## src/rtl/regfile_read_sequencer.sv

```systemverilog
// Read-side sequencer for the register-file storage cells. Walks an inclusive, possibly
// wrapping range of registers. For each register it drives one wordline for one cycle,
// captures the shared bitline and offers the word on a valid/ready output port.
module regfile_read_sequencer #(
  parameter int unsigned NUM_REGS = 16,
  parameter int unsigned WIDTH    = 16,
  parameter int unsigned ADDR_W   = $clog2(NUM_REGS)
) (
  input  logic                clk,
  input  logic                rst,
  input  logic                start,
  input  logic                abort,
  input  logic [ADDR_W-1:0]   first_addr,
  input  logic [ADDR_W-1:0]   last_addr,
  output logic [NUM_REGS-1:0] ReadEnable,
  input  logic [WIDTH-1:0]    Bitline,
  output logic [WIDTH-1:0]    out_data,
  output logic [ADDR_W-1:0]   out_addr,
  output logic                out_valid,
  input  logic                out_ready,
  output logic                busy,
  output logic                done
);

  typedef enum logic [1:0] {StIdle, StDrive, StOut, StDone} state_e;

  state_e              state_q, state_d;
  logic [ADDR_W-1:0]   cur_q;
  logic [ADDR_W-1:0]   last_q;
  logic [ADDR_W-1:0]   cur_inc;
  logic [WIDTH-1:0]    out_data_q;
  logic [ADDR_W-1:0]   out_addr_q;
  logic                handshake;
  logic                at_last;

  // Next sweep address, wrapping from the top register back to zero
  assign cur_inc   = (cur_q == ADDR_W'(NUM_REGS - 1)) ? '0 : cur_q + ADDR_W'(1);
  assign handshake = (state_q == StOut) && out_ready;
  assign at_last   = (cur_q == last_q);

  // State register
  always_ff @(posedge clk or negedge rst) begin
    if (!rst) begin
      state_q <= StIdle;
    end else begin
      state_q <= state_d;
    end
  end

  // Next-state logic; abort outranks a same-cycle handshake
  always_comb begin
    state_d = state_q;
    unique case (state_q)
      StIdle: begin
        if (start) state_d = StDrive;
      end
      StDrive: begin
        state_d = abort ? StIdle : StOut;
      end
      StOut: begin
        if (abort) begin
          state_d = StIdle;
        end else if (out_ready) begin
          state_d = at_last ? StDone : StDrive;
        end
      end
      StDone: begin
        state_d = StIdle;
      end
      default: state_d = StIdle;
    endcase
  end

  // Sweep bounds, current address and captured beat
  always_ff @(posedge clk or negedge rst) begin
    if (!rst) begin
      cur_q      <= '0;
      last_q     <= '0;
      out_data_q <= '0;
      out_addr_q <= '0;
    end else begin
      unique case (state_q)
        StIdle: begin
          if (start) begin
            cur_q  <= first_addr;
            last_q <= last_addr;
          end
        end
        StDrive: begin
          // Bitline is only meaningful while the wordline is up
          if (!abort) begin
            out_data_q <= Bitline;
            out_addr_q <= cur_q;
          end
        end
        StOut: begin
          if (!abort && handshake && !at_last) cur_q <= cur_inc;
        end
        default: ;
      endcase
    end
  end

  // Outputs decoded from state so reset and abort clear them without delay
  always_comb begin
    ReadEnable = '0;
    out_valid  = 1'b0;
    done       = 1'b0;
    busy       = (state_q != StIdle);
    unique case (state_q)
      StIdle:  ;
      StDrive: ReadEnable = NUM_REGS'(1) << cur_q;
      StOut:   out_valid = 1'b1;
      StDone:  done = 1'b1;
      default: ;
    endcase
  end

  assign out_data = out_data_q;
  assign out_addr = out_addr_q;

  // Wordlines must never short two cells onto the bitline
  a_read_enable_onehot0 : assert property (@(posedge clk) disable iff (!rst)
    $onehot0(ReadEnable));

  // A stalled beat stays put until accepted
  a_out_stable : assert property (@(posedge clk) disable iff (!rst)
    (state_q == StOut && !out_ready && !abort) |=>
      (out_valid && $stable(out_data) && $stable(out_addr)));

endmodule

```

## config.mk

```make
export PLATFORM = sky130hd
export DESIGN_NAME = regfile_read_sequencer
export DESIGN_NICKNAME = d
export VERILOG_FILES = /design/src/rtl/regfile_read_sequencer.sv
export SDC_FILE = /design/constraint.sdc
export NUM_CORES = 1
export LEC_CHECK = 0
export ABC_AREA = 1
export ABC_CLOCK_PERIOD_IN_PS = 1500
export BUFFER_PORTS_ARGS = -buffer_cell sky130_fd_sc_hd__clkbuf_2
export CAP_MARGIN = 30
export CORE_AREA = 2 2 66 68
export CTS_CLUSTER_DIAMETER = 60
export CTS_CLUSTER_SIZE = 16
export DETAILED_ROUTE_END_ITERATION = 6
export DIE_AREA = 0 0 68 70
export HOLD_SLACK_MARGIN = 0.05
export PLACE_DENSITY_LB_ADDON = 0.05
export SLEW_MARGIN = 10
export SYNTH_ARGS = -nofsm -noshare
export SYNTH_HDL_FRONTEND = slang
export SYNTH_SLANG_ARGS = --single-unit
```

## constraint.sdc

```tcl
create_clock -name clk -period 1.5 [get_ports clk]
set_input_delay 0.45 -clock clk [delete_from_list [all_inputs] [get_ports clk]]
set_output_delay 0.45 -clock clk [all_outputs]
set_load 0.05 [all_outputs]
```

==> flow_summary.json, run 1 <==
{
  "status": "complete, but fails checks",
  "violations": "negative setup slack",
  "finalNonFillerCells": 356,
  "postSynthCellCount": 203,
  "final_net_count": 340,
  "numCtsBuffers": 5,
  "via_count_of_the_first_global_routing_pass": 1547,
  "reg2reg_slack_ns": 0.09,
  "power_density_nw_per_um2": 2266,
  "final-max-slew-violation-count": 0,
  "startpoint": "state_q[0]$_DFFE_PN0P_",
  "chipHeight_um": 70,
  "finalCriticalPeriod_ns": 1.864,
  "dp.cells": 339,
  "critPathMaxFanout": 8,
  "area_delta_synth_final_pct": 79.36,
  "dpl_worst_slack_ns": -0.1988,
  "std_cell_rows": 24,
  "clockRootBuffer": "sky130_fd_sc_hd__clkbuf_8",
  "fin_skew_ns": 0.003750,
  "layout.cells.most_common": "sky130_fd_sc_hd__nand2_1",
  "pwr-share-clk_pct": 9.9,
  "io_pins": 68,
  "ys_seq_area_share_pct": 48.19,
  "fin_crit_sh_pct": 124.3,
  "worst_margin_pin_slew_ns": 0.2775,
  "grt_start_max_net_pins": 23,
  "timing.reg2reg.worst_path_depth": 12,
  "postSynthNetCount": 238,
  "post-synth-top-area-cell": "sky130_fd_sc_hd__dfrtp_1",
  "crit_path_end": "ReadEnable[14]",
  "design.core.area_um2": 4144,
  "layout-drive-gt1-share_pct": 54.93,
  "finalWeightedCongestion": 0.7386,
  "pwr-share-comb_pct": 67.0,
  "cts-htree-levels": 2,
  "grt_usage_pct": 19.21,
  "initial_core_util_pct": 37.59,
  "routed_wirelength_um": 4146,
  "route.detailed.drc": 0,
  "ys_warn_count": 0,
  "timing.final.ws_setup_ns": -0.3641,
  "clock_sinks": 30,
  "p_leak_nw": 1.430,
  "worstPathArrival_ns": 1.41,
  "swShare_pct": 51.41,
  "placedInstanceArea_um2": 2245,
  "cell_internal_pwr_mw": 3.076,
  "timing.max_slew.rel_slack_pct": 81.44,
  "power.net_switching_mw": 3.255,
  "die_x_um": 68,
  "grt_pass1_wl_um": 6934,
  "tritoncts": "done",
  "wl_per_cell_um": 11.65,
  "critical_path_required_ns": 1.05,
  "num_antenna_cells": 0,
  "setup.worst_path.end_class": "primary output",
  "routed_via_count": 1591,
  "cp-start-kind": "register",
  "hold_class": "in2reg",
  "mostFrequentLayoutCells": "sky130_fd_sc_hd__nand2_1, sky130_fd_sc_hd__clkbuf_2, sky130_fd_sc_hd__dfrtp_1, sky130_fd_sc_hd__buf_4, sky130_fd_sc_hd__nor2_4",
  "drt_iter0_drc": 44,
  "place.port_buffers": 67,
  "layout.filler_cells": 336,
  "cts.clk_slew.worst_paths_ns": 0.06,
  "setup_viol_count_final": 19,
  "finalHoldWorstSlack_ns": 0.3608,
  "post_syn_area_per_cell_um2": 7.674,
  "fmaxAchievable_mhz": 536.5,
  "mappedNetlistArea_um2": 1558,
  "r2r_endpoint": "cur_q[2]$_DFFE_PN0P_",
  "synth.ff_latch_count": 30,
  "detailed_route_vias_per_instance": 4.469,
  "dr.pass1.iters": 4,
  "layout.cell_area.non_filler_um2": 2794,
  "number_of_antenna_violations_at_the_first_check_in_global_routing": 0,
  "post-synth-top-area-fraction_pct": 48.19,
  "max_root_sink_buffers": 2,
  "yosysUniqueCellTypes": 20,
  "unrepaired_setup_endpoints_after_global_routing": "yes",
  "cap_viol_max_count": 0,
  "hpwl_um": 2822,
  "synthTopCellsByArea": "sky130_fd_sc_hd__dfrtp_1, sky130_fd_sc_hd__nand2_1, sky130_fd_sc_hd__nor2_1",
  "fp.dieArea_um2": 4760,
  "power.share.sequential_pct": 23.1,
  "grt_overflow": 0,
  "antenna_left": 0,
  "ir_worst_vdd_mv": 1.150,
  "finalHoldViolCount": 0,
  "clock_latency_ns": 0.28,
  "setup.worst_path.class": "reg2out",
  "worst_r2r_startpoint": "state_q[0]$_DFFE_PN0P_"
}
## power by group through the flow
| stage | logic (mW) | clock network (mW) | registers, mW |
|---|---|---|---|
| floorplan | 1.65 | 0 | 2.28 |
| global placement | 3.42 | 0 | 1.44 |
| detailed placement | 3.44 | 0 | 1.44 |
| CTS | 3.80 | 0.643 | 1.47 |
| global route | 4.58 | 0.676 | 1.52 |
| finish | 4.24 | 0.626 | 1.46 |
## critical path, stage by stage (launching register included)
cell and delay (ns):
sky130_fd_sc_hd__dfrtp_1 0.36, sky130_fd_sc_hd__inv_2 0.06, sky130_fd_sc_hd__nor2_4 0.25, sky130_fd_sc_hd__nand2_8 0.16
sky130_fd_sc_hd__nor2_4 0.15, sky130_fd_sc_hd__buf_8 0.16
## flip-flops by register name, summed over array words and instances, names as in the netlist
name      count
cur_q         4
out_data     16
last_q        4
state_q       2
out_addr      4
## metrics by stage
stage                     util [%]  TNS (ns)  power [mW]
after global routing         67.42    -6.589       6.772
final                        67.42    -5.589       6.331
after CTS                    63.35    -5.682       5.911
after floorplan                  -   -0.6497       3.925
after global placement       54.17    -2.429       4.863
after detailed placement     54.17    -2.411       4.880
## synth_stat cells
cell,instances
sky130_fd_sc_hd__nand2_2,4
sky130_fd_sc_hd__o211ai_1,1
sky130_fd_sc_hd__o21ai_1,3
sky130_fd_sc_hd__o21ai_0,4
sky130_fd_sc_hd__nand2_1,91
sky130_fd_sc_hd__inv_4,1
sky130_fd_sc_hd__nor2_2,2
sky130_fd_sc_hd__inv_1,13
sky130_fd_sc_hd__a21oi_1,5
sky130_fd_sc_hd__nor2_1,22
sky130_fd_sc_hd__dfrtp_1,30
sky130_fd_sc_hd__nand2_4,2
sky130_fd_sc_hd__nand3_1,6
sky130_fd_sc_hd__clkinv_2,1
sky130_fd_sc_hd__ha_1,6
sky130_fd_sc_hd__buf_6,3
sky130_fd_sc_hd__inv_2,4
sky130_fd_sc_hd__nor2_4,2
sky130_fd_sc_hd__xor2_1,1
sky130_fd_sc_hd__buf_2,2
## kinds of logic after synthesis
logic type / after synthesis / share of synthesized area [%]
flops: 30 / 48.19
simple gates: 129 / 34.46
buf+inv: 24 / 7.630
xor+xnor: 1 / 0.5624
compound gates: 13 / 4.337
fa+ha+maj: 6 / 4.819
## routing by layer
metal	global-route usage [%]	wire [um]	vias to the layer above
met5	0	0	-
met4	7.333	70	0
met3	4.187	194	7
met2	31.93	2164	44
met1	23.82	1716	719
li1	-	-	821
## timing repair
item                                   4_1_cts  5_1_grt
pin swaps                                    5       22
gates resized for setup                     60       41
endpoints found under the hold margin        8        0
hold buffers                                 1        0
setup endpoints to repair                   19       23
setup buffers                                4        9
## worst min path at each step
stage                     startpoint  slack, ns                       to  cells past startpoint
after floorplan                  rst       0.15     cur_q[0]$_DFFE_PN0P_                      0
after global placement           rst       0.33  out_data[6]$_DFFE_PN0P_                      1
after detailed placement         rst       0.33  out_data[6]$_DFFE_PN0P_                      1
after CTS                 Bitline[4]       0.36  out_data[4]$_DFFE_PN0P_                      3
after global routing      Bitline[0]       0.37  out_data[0]$_DFFE_PN0P_                      3
final                     Bitline[4]       0.36  out_data[4]$_DFFE_PN0P_                      3
## final cells by class
type                       count  area [um^2]  area share [%]
inverter                      19        85.08           3.045
tap                           52        65.06           2.329
clock buffer                   6        82.58           2.956
multi-input combinational    149        975.9           34.93
timing repair buffer         100        829.5           29.69
sequential                    30        755.7           27.05
Note: power is estimated with default switching activity, not from simulation.
==> inputs of run 2 (changes only) <==
Settings changed: BUFFER_PORTS_ARGS -buffer_cell sky130_fd_sc_hd__clkbuf_2 to default, DONT_BUFFER_PORTS from default to 1.
==> run 2 against run 1 <==
  * Via count shrank 12%
  * Wire length fell by 5.3%
  * Global-route usage is 0.28 points lower
  * The run still ends with negative setup slack left
  * Register-to-register slack is essentially flat
  * Clock power grew 27%
  * Worst hold slack worse by 0.080 ns
  * Utilization is 7.3 points lower
  * First-iteration DRC count grew 18%
  * Critical endpoint is now ReadEnable[1]
  * Final area down 11%
  * Sequential power grew 62%
==> flow_summary.json, run 2 (synthesized netlist as in run 1, its figures left out) <==
{
  "wl_per_cell_um": 13.04,
  "route.detailed.drc": 0,
  "final_core_util_pct": 60.11,
  "drt_iter0_drc": 52,
  "detailed_route_vias_per_instance": 4.668,
  "via_count_of_the_first_global_routing_pass": 1431,
  "final_net_count": 283,
  "clockRootBuffer": "sky130_fd_sc_hd__clkbuf_8",
  "ir_worst_vdd_mv": 1.218,
  "layout.cells.most_common": "sky130_fd_sc_hd__nand2_1",
  "num_antenna_cells": 0,
  "critPathMaxFanout": 4,
  "routed_wirelength_um": 3926,
  "violations": "negative setup slack",
  "max_root_sink_buffers": 2,
  "dr.pass1.iters": 5,
  "grt_overflow": 0,
  "cts.clk_slew.worst_paths_ns": 0.06,
  "chipHeight_um": 70,
  "finalWeightedCongestion": 0.8107,
  "numCtsBuffers": 5,
  "antenna_left": 0,
  "setup.worst_path.class": "reg2out",
  "grt_pass1_wl_um": 6713,
  "grt_usage_pct": 18.93,
  "fmaxAchievable_mhz": 545.0,
  "hold_class": "in2reg",
  "layout-drive-gt1-share_pct": 43.78,
  "design.core.area_um2": 4144,
  "mostFrequentLayoutCells": "sky130_fd_sc_hd__nand2_1, sky130_fd_sc_hd__dfrtp_1, sky130_fd_sc_hd__buf_4, sky130_fd_sc_hd__nor2_4, sky130_fd_sc_hd__buf_12",
  "io_pins": 68,
  "finalHoldViolCount": 0,
  "timing.final.ws_setup_ns": -0.3350,
  "power_density_nw_per_um2": 2367,
  "critical_path_required_ns": 1.05,
  "hpwl_um": 2935,
  "cp-start-kind": "register",
  "number_of_flip_flops_in_the_largest_register": 16,
  "die_x_um": 68,
  "routed_via_count": 1405,
  "fp.dieArea_um2": 4760,
  "status": "complete, but fails checks",
  "number_of_antenna_violations_at_the_first_check_in_global_routing": 0,
  "clock_latency_ns": 0.28,
  "finalSetupTns_ns": -5.334,
  "cap_viol_max_count": 0,
  "grt_start_max_net_pins": 31,
  "std_cell_rows": 24,
  "final-max-slew-violation-count": 0,
  "setup.worst_path.end_class": "primary output",
  "p_leak_nw": 1.164,
  "worstPathArrival_ns": 1.38,
  "clock_sinks": 30,
  "timing.max_slew.rel_slack_pct": 67.40,
  "fin_skew_ns": 0.001035,
  "setup_viol_count_final": 19,
  "initial_core_util_pct": 37.59,
  "tritoncts": "done",
  "fin_crit_sh_pct": 122.3,
  "unrepaired_setup_endpoints_after_global_routing": "yes",
  "area_delta_synth_final_pct": 59.92,
  "place.port_buffers": 0,
  "finalCriticalPeriod_ns": 1.835,
  "worst_margin_pin_slew_ns": 0.4890,
  "cts-htree-levels": 2
}
run 2: per-layer routing:
layer / GRT usage [%] / part of all wire (%) / vias to the layer above / wire length, um
met3: 6.441 / 6.7 / 2 / 262
li1: - / - / 704 / -
met4: 6.000 / 0.56 / 0 / 22
met1: 22.30 / 38 / 649 / 1492
met5: 0 / 0 / - / 0
met2: 31.72 / 55 / 50 / 2149
run 2: worst paths after layout:
path                                       startpoint                        to  slack, ns  cells past startpoint
worst max-delay path             cur_q[0]$_DFFE_PN0P_             ReadEnable[1]      -0.33                      5
worst min-delay path                      Bitline[10]  out_data[10]$_DFFE_PN0P_       0.28                      2
worst max register to register   cur_q[1]$_DFFE_PN0P_      cur_q[1]$_DFFE_PN0P_       0.08                     11
worst min register to register  last_q[3]$_DFFE_PN0P_     last_q[3]$_DFFE_PN0P_       0.53                      2
max in group asynchronous                         rst      cur_q[0]$_DFFE_PN0P_       0.71                      2
min in group asynchronous                         rst    state_q[1]$_DFFE_PN0P_       0.62                      2
run 2: critical path, cell delays in order (launching register included):
cell and delay [ns]:
sky130_fd_sc_hd__dfrtp_2 0.42, sky130_fd_sc_hd__buf_4 0.13, sky130_fd_sc_hd__ha_2 0.18, sky130_fd_sc_hd__nand2_2 0.10
sky130_fd_sc_hd__nor2_4 0.14, sky130_fd_sc_hd__buf_12 0.14
run 2: area by class of cell:
cell class              instances  area (um^2)
repair buffers                 43        561.8
inverters                      19        82.58
multi-input cells             149        915.9
clock buffers                   6        72.57
flip-flops and latches         30        755.7
fillers                       350         1653
clock inverters                 2        37.54
well taps                      52        65.06
run 2: report_power, final:
| part | leakage, nW | switching [mW] | internal, mW |
|---|---|---|---|
| Sequential | 0.365 | 1.19 | 1.18 |
| Combinational | 0.747 | 1.61 | 1.12 |
| Clock | 0.0514 | 0.302 | 0.495 |
run 2: repair_timing:
item                                    in CTS  in global routing
hold endpoints to repair                    30                  0
buffers inserted                             6                  4
pin swaps                                   17                  5
cloned                                       0                  0
hold buffers                                 2                  0
endpoints found under the setup margin      19                 23
gates resized for setup                     24                  8
run 2: per-stage QoR:
step / power [mW] / cells / worst slack [ns] / hold slack [ns] / cell area (um^2)
2_1_floorplan: 3.925 / 203 / -0.04142 / 0.1544 / 1710
3_3_place_gp: 4.692 / 285 / -0.06054 / 0.1556 / 2207
3_5_place_dp: 4.748 / 285 / -0.06527 / 0.1557 / 2207
4_1_cts: 5.909 / 301 / -0.3588 / 0.2651 / 2472
5_1_grt: 6.305 / 301 / -0.4181 / 0.2651 / 2491
6_report: 5.897 / 301 / -0.3350 / 0.2806 / 2491
